--- src/rtl/minterm_extractor_if.sv ---
// Minterm index stream from the extractor to its consumer.
// valid/idx flow master->slave and ready flows back.
interface minterm_extractor_if #(
  parameter int N_IN = 4
);
  logic            minterm_valid;
  logic [N_IN-1:0] minterm_idx;
  logic            minterm_ready;

  modport master (output minterm_valid, output minterm_idx, input minterm_ready);
  modport slave  (input minterm_valid, input minterm_idx, output minterm_ready);
endinterface

--- src/rtl/minterm_extractor.sv ---
// Truth-table extractor: sweeps every input combination, samples f_in after a
// settle interval, then streams the minterm indices in ascending order.
module minterm_extractor #(
  parameter int N_IN   = 4,
  parameter int SETTLE = 1
) (
  input  logic                   clk,
  input  logic                   rst_n,
  input  logic                   start,
  output logic [N_IN-1:0]        abcd,
  input  logic                   f_in,
  output logic                   busy,
  output logic                   done,
  output logic [(1<<N_IN)-1:0]   truth,
  output logic [N_IN:0]          count,
  minterm_extractor_if.master    mt
);

  localparam int NCOMB = 1 << N_IN;
  localparam int WW    = (SETTLE > 0) ? $clog2(SETTLE + 1) : 1;
  localparam logic [WW-1:0] SETTLE_W = WW'(SETTLE);

  typedef enum logic [1:0] {
    S_IDLE,
    S_SWEEP,
    S_EMIT,
    S_FIN
  } state_t;

  state_t             state_q, state_d;
  logic [N_IN-1:0]    idx_q, idx_d;
  logic [WW-1:0]      wait_q, wait_d;
  logic [NCOMB-1:0]   truth_q, truth_d;
  logic [N_IN:0]      count_q, count_d;
  logic [N_IN-1:0]    ptr_q, ptr_d;
  logic               busy_q, busy_d;
  logic               done_q, done_d;

  always_ff @(posedge clk or negedge rst_n) begin
    if (!rst_n) begin
      state_q <= S_IDLE;
      idx_q   <= '0;
      wait_q  <= '0;
      truth_q <= '0;
      count_q <= '0;
      ptr_q   <= '0;
      busy_q  <= 1'b0;
      done_q  <= 1'b0;
    end else begin
      state_q <= state_d;
      idx_q   <= idx_d;
      wait_q  <= wait_d;
      truth_q <= truth_d;
      count_q <= count_d;
      ptr_q   <= ptr_d;
      busy_q  <= busy_d;
      done_q  <= done_d;
    end
  end

  always_comb begin
    state_d = state_q;
    idx_d   = idx_q;
    wait_d  = wait_q;
    truth_d = truth_q;
    count_d = count_q;
    ptr_d   = ptr_q;
    unique case (state_q)
      S_IDLE: begin
        if (start) begin
          state_d = S_SWEEP;
          idx_d   = '0;
          wait_d  = '0;
          truth_d = '0;
          count_d = '0;
        end
      end
      S_SWEEP: begin
        if (wait_q != SETTLE_W) begin
          wait_d = wait_q + 1'b1;
        end else begin
          truth_d[idx_q] = f_in;
          count_d        = count_q + (N_IN+1)'(f_in);
          wait_d         = '0;
          if (idx_q == '1) begin
            state_d = S_EMIT;
            ptr_d   = '0;
          end else begin
            idx_d = idx_q + 1'b1;
          end
        end
      end
      S_EMIT: begin
        // Zero entries are skipped in one cycle; ones wait for the handshake.
        if (!truth_q[ptr_q] || mt.minterm_ready) begin
          if (ptr_q == '1) state_d = S_FIN;
          else             ptr_d   = ptr_q + 1'b1;
        end
      end
      S_FIN: begin
        state_d = S_IDLE;
        idx_d   = '0;
        ptr_d   = '0;
      end
      default: state_d = S_IDLE;
    endcase
    busy_d = (state_d != S_IDLE);
    done_d = (state_d == S_FIN);
  end

  // abcd is the sweep index register itself; it is cleared on return to IDLE.
  assign abcd             = idx_q;
  assign busy             = busy_q;
  assign done             = done_q;
  assign truth            = truth_q;
  assign count            = count_q;
  assign mt.minterm_valid = (state_q == S_EMIT) && truth_q[ptr_q];
  assign mt.minterm_idx   = ptr_q;

endmodule

--- src/flat_wrapper.sv ---
// flat-port wrapper written by rule: the top's interface ports become plain ports
module minterm_extractor_flat 
#(
  parameter int N_IN   = 4,
  parameter int SETTLE = 1
)
  (clk, rst_n, start, abcd, f_in, busy, done, truth, count, mt_minterm_valid, mt_minterm_idx, mt_minterm_ready);
  minterm_extractor_if #(.N_IN(N_IN)) mt_i ();
  input  logic clk;
  input  logic rst_n;
  input  logic start;
  output logic [N_IN-1:0] abcd;
  input  logic f_in;
  output logic busy;
  output logic done;
  output logic [(1<<N_IN)-1:0] truth;
  output logic [N_IN:0] count;
  output wire logic [$bits(mt_i.minterm_valid)-1:0] mt_minterm_valid;
  output wire logic [$bits(mt_i.minterm_idx)-1:0] mt_minterm_idx;
  input wire logic [$bits(mt_i.minterm_ready)-1:0] mt_minterm_ready;
  assign mt_minterm_valid = mt_i.minterm_valid;
  assign mt_minterm_idx = mt_i.minterm_idx;
  assign mt_i.minterm_ready = mt_minterm_ready;
  minterm_extractor #(.N_IN(N_IN), .SETTLE(SETTLE)) u_core (.clk(clk), .rst_n(rst_n), .start(start), .abcd(abcd), .f_in(f_in), .busy(busy), .done(done), .truth(truth), .count(count), .mt(mt_i));
endmodule
--- config.mk ---
export PLATFORM = sky130hd
export DESIGN_NAME = minterm_extractor_flat
export DESIGN_NICKNAME = d
export VERILOG_FILES = /design/src/rtl/minterm_extractor_if.sv /design/src/rtl/minterm_extractor.sv /design/src/flat_wrapper.sv
export SDC_FILE = /design/constraint.sdc
export NUM_CORES = 1
export LEC_CHECK = 0
export ABC_AREA = 1
export BUFFER_PORTS_ARGS = -buffer_cell sky130_fd_sc_hd__buf_2
export CORE_UTILIZATION = 45
export DETAILED_ROUTE_END_ITERATION = 8
export HOLD_SLACK_MARGIN = 0.06
export PLACE_DENSITY = 0.71
export SKIP_LAST_GASP = 1
export SLEW_MARGIN = 20
export SYNTH_ARGS = -nofsm -noshare
export SYNTH_HDL_FRONTEND = slang
export SYNTH_SLANG_ARGS = --single-unit
--- constraint.sdc ---
create_clock -name clk -period 1.5 [get_ports clk]
set_input_delay 0.375 -clock clk [delete_from_list [all_inputs] [get_ports clk]]
set_output_delay 0.375 -clock clk [all_outputs]
set_load 0.05 [all_outputs]
==> results_dict.tcl <==
set metrics [dict create \
    worst-slew-pin-transition_ns 0.440 \
    max_freq_mhz 503 \
    crit_fanout 6 \
    p_sw_mw 2.03 \
    core-area_mm2 0.00414 \
    grt_usage 0.259 \
    grt_pass1_vias 1894 \
    grt_max_degree 35 \
    post-route-period-util 1.32 \
    power.density_mw_per_mm2 1500 \
    setup_viol_count_final 8 \
    initial_utilization 0.483 \
    leakage_nw 1.46 \
    rsz0062_at_grt "yes" \
    slew_violations 0 \
    antenna_cells 0 \
    dp_slack_ns -0.284 \
    gr-total-overflow 0 \
    routabilityCongestion 0.863 \
    io_pins 37 \
    swShare 0.477 \
    hold_violations 0 \
    clkPwrFrac 0.168 \
    critPathCaptureType "primary output" \
    grt_pass1_wl_um 8720 \
    syn_inst 257 \
    use_met2 0.429 \
    comb_power_share 0.551 \
    sequentialPowerShare 0.281 \
    synth_area_leader_cell "dfrtp_1" \
    syn_area_per_cell_um2 7.79 \
    required_ns 1.12 \
    vias 2136 \
    ff_latch_area_um2 860 \
    yosys-top-cells-area "dfrtp_1 (43%), nand2_1 (11%), a21oi_1 (9.0%)" \
    synth-main-ff-cell "dfrtp_1" \
    critical_path_arrival_ns 1.61 \
    routed_wl_um 5840 \
    cts.path.max_buffers 2 \
    syn_nets 269 \
    cts_tree "yes" \
    period_minus_slack_ns 1.99 \
    yosysWarnings 0 \
    fin_skew_ns 0.00550 \
    async_reset_ff_frac 1.00 \
    synth_edf_count 0 \
    antenna_found_initial 0 \
    use_met1 0.326 \
    peakVddDrop_v 0.00116 \
    n_fill_cell 340 \
    gr-usage-met3 0.0543 \
    startpoint_type "flop" \
    area_growth_pct 42.1 \
    critPathKind "flop to primary output" \
    synth_top_area_share 0.425 \
    hold_class "primary input to asynchronous set/reset pin" \
    firstDrtPassIters 4 \
    hpwl_um 3730 \
    final_layout_size_suffix_gt1_frac 0.436 \
    path_clk_slew_ns 0.07 \
    yosysSeqAreaShare 0.425 \
    nets 357 \
    io_buffer_count 36 \
    synth.distinct_cells 29 \
    clk-insertion-delay-late_ns 0.29 \
    dpl_cell_area_mm2 0.00251 \
    drtAntennaViolNets 0 \
    worst_slack_ns -0.487 \
    fin_area_mm2 0.00285 \
    grt_busiest_layer "met2" \
    die_y_um 68.7 \
    drt_iter0_markers 157 \
    hold_buffers 0 \
    final_cells 396 \
    ys_ff_latch 34 \
    drc 0 \
    cts_buffers 5 \
    vias_per_cell 5.39 \
    h-tree-depth 2 \
    synth.most_common_cell "nand2_1" \
    synth_common_cells "nand2_1 (57), a21oi_1 (36), dfrtp_1 (34)" \
    p_total_mw 4.26 \
    wire_per_inst_um 14.8 \
    maxCapViolations 0 \
    die_area_mm2 0.00472 \
    syn_area_mm2 0.00200 \
    status "complete, but fails checks" \
    relSlewSlack 0.707 \
    cts_sinks 34 \
    fp.dieW_um 68.7 \
    internal-power_mw 2.23 \
    dp.cells 372 \
    clockRootBuffer "clkbuf_8" \
    multi_input_area_mm2 0.00108 \
    rows 23 \
    violations "setup timing" \
]
-- path summary, 6_finish.rpt --
path	from	to	slack (ns)	cells after the start
setup / recovery	u_core.mt.minterm_idx[0]$_DFFE_PN0P_	mt_minterm_valid	-0.49	8
hold / removal	rst_n	u_core.count[1]$_DFFE_PN0P_	0.10	2
setup reg to reg	u_core.mt.minterm_idx[0]$_DFFE_PN0P_	u_core.busy$_DFF_PN0_	-0.29	10
hold reg to reg	u_core.count[0]$_DFFE_PN0P_	u_core.count[0]$_DFFE_PN0P_	0.52	1
max in group asynchronous	rst_n	u_core.mt.minterm_idx[1]$_DFFE_PN0P_	1.06	2
min in group clk	start	u_core.abcd[3]$_DFFE_PN0P_	0.44	4
-- metrics by stage --
step	utilization	setup TNS (ns)	hold slack, ns
2_1_floorplan	-	-0.823	0.0794
3_3_place_gp	0.606	-0.804	0.434
3_5_place_dp	0.606	-0.979	0.436
4_1_cts	0.648	-1.22	0.125
5_1_grt	0.687	-2.77	0.144
6_report	0.687	-2.02	0.101
-- power by group through the flow --
| stage | sequential, mW | clock [mW] | combinational, mW |
|---|---|---|---|
| finish | 1.20 | 0.716 | 2.35 |
| CTS | 1.20 | 0.719 | 2.04 |
| floorplan | 1.69 | 0 | 0.970 |
| detailed placement | 1.21 | 0 | 1.99 |
| global placement | 1.21 | 0 | 1.95 |
| global route | 1.22 | 0.754 | 2.54 |
-- state kept, by name (all words and copies together), names as in the netlist --
| name | flops |
|---|---|
| u_core.wait_q | 1 |
| u_core.truth | 16 |
| u_core.busy | 1 |
| u_core.mt.minterm_idx | 4 |
| u_core.count | 5 |
| u_core.state_q | 2 |
| u_core.abcd | 4 |
| u_core.done | 1 |
-- critical path, stage by stage (launching register included) --
cell,delay (ns)
dfrtp_2,0.48
inv_4,0.10
nand2_1,0.07
nand3_2,0.09
nand2_2,0.06
nor2_2,0.11
nand2_2,0.09
a21oi_4,0.15
buf_6,0.17
-- area by class of cell --
type | count | area share
repair inverters | 2 | 0.00352
repair buffers | 88 | 0.211
well taps | 50 | 0.0220
clock inverters | 1 | 0.00176
flip-flops and latches | 34 | 0.302
multi-input cells | 179 | 0.380
clock buffers | 7 | 0.0303
inverters | 35 | 0.0488
-- timing repair --
item	4_1_cts	5_1_grt
pin swaps	5	16
gates cloned	0	2
buffers inserted	7	7
setup endpoints to repair	10	28
resized for setup	11	33
-- cell usage in the layout (no fill, tap or decap), types with 7 or more instances in the layout --
| master | netlist | routed |
|---|---|---|
| dfrtp_1 | 34 | 27 |
| a21oi_1 | 36 | 33 |
| buf_4 | 1 | 48 |
| dfrtp_2 | 0 | 7 |
| nor2_1 | 13 | 10 |
| nand4_1 | 18 | 18 |
| nand2_1 | 57 | 47 |
| buf_2 | 4 | 33 |
| nand3_1 | 13 | 9 |
| o21ai_0 | 9 | 8 |
| nand2_2 | 6 | 15 |
| inv_1 | 29 | 26 |
-- metal layers --
metal  part of all wire  wire (um)  vias to the layer above
li1                   -          -                     1026
met1               0.41       2410                     1019
met2               0.51       2990                       79
met3              0.052        304                       12
met4              0.024        138                        0
met5                  0          0                        -
-- cell families (layout without fill, tap and decap cells) --
logic type / Yosys count / count (layout) / share of synthesized area
xor+xnor: 1 / 1 / 0.00438
buf+inv: 44 / 133 / 0.0956
compound gates: 51 / 51 / 0.134
fa+ha+maj: 7 / 7 / 0.0437
flops: 34 / 34 / 0.425
simple gates: 120 / 120 / 0.298
(Power assumes the default switching activity.)
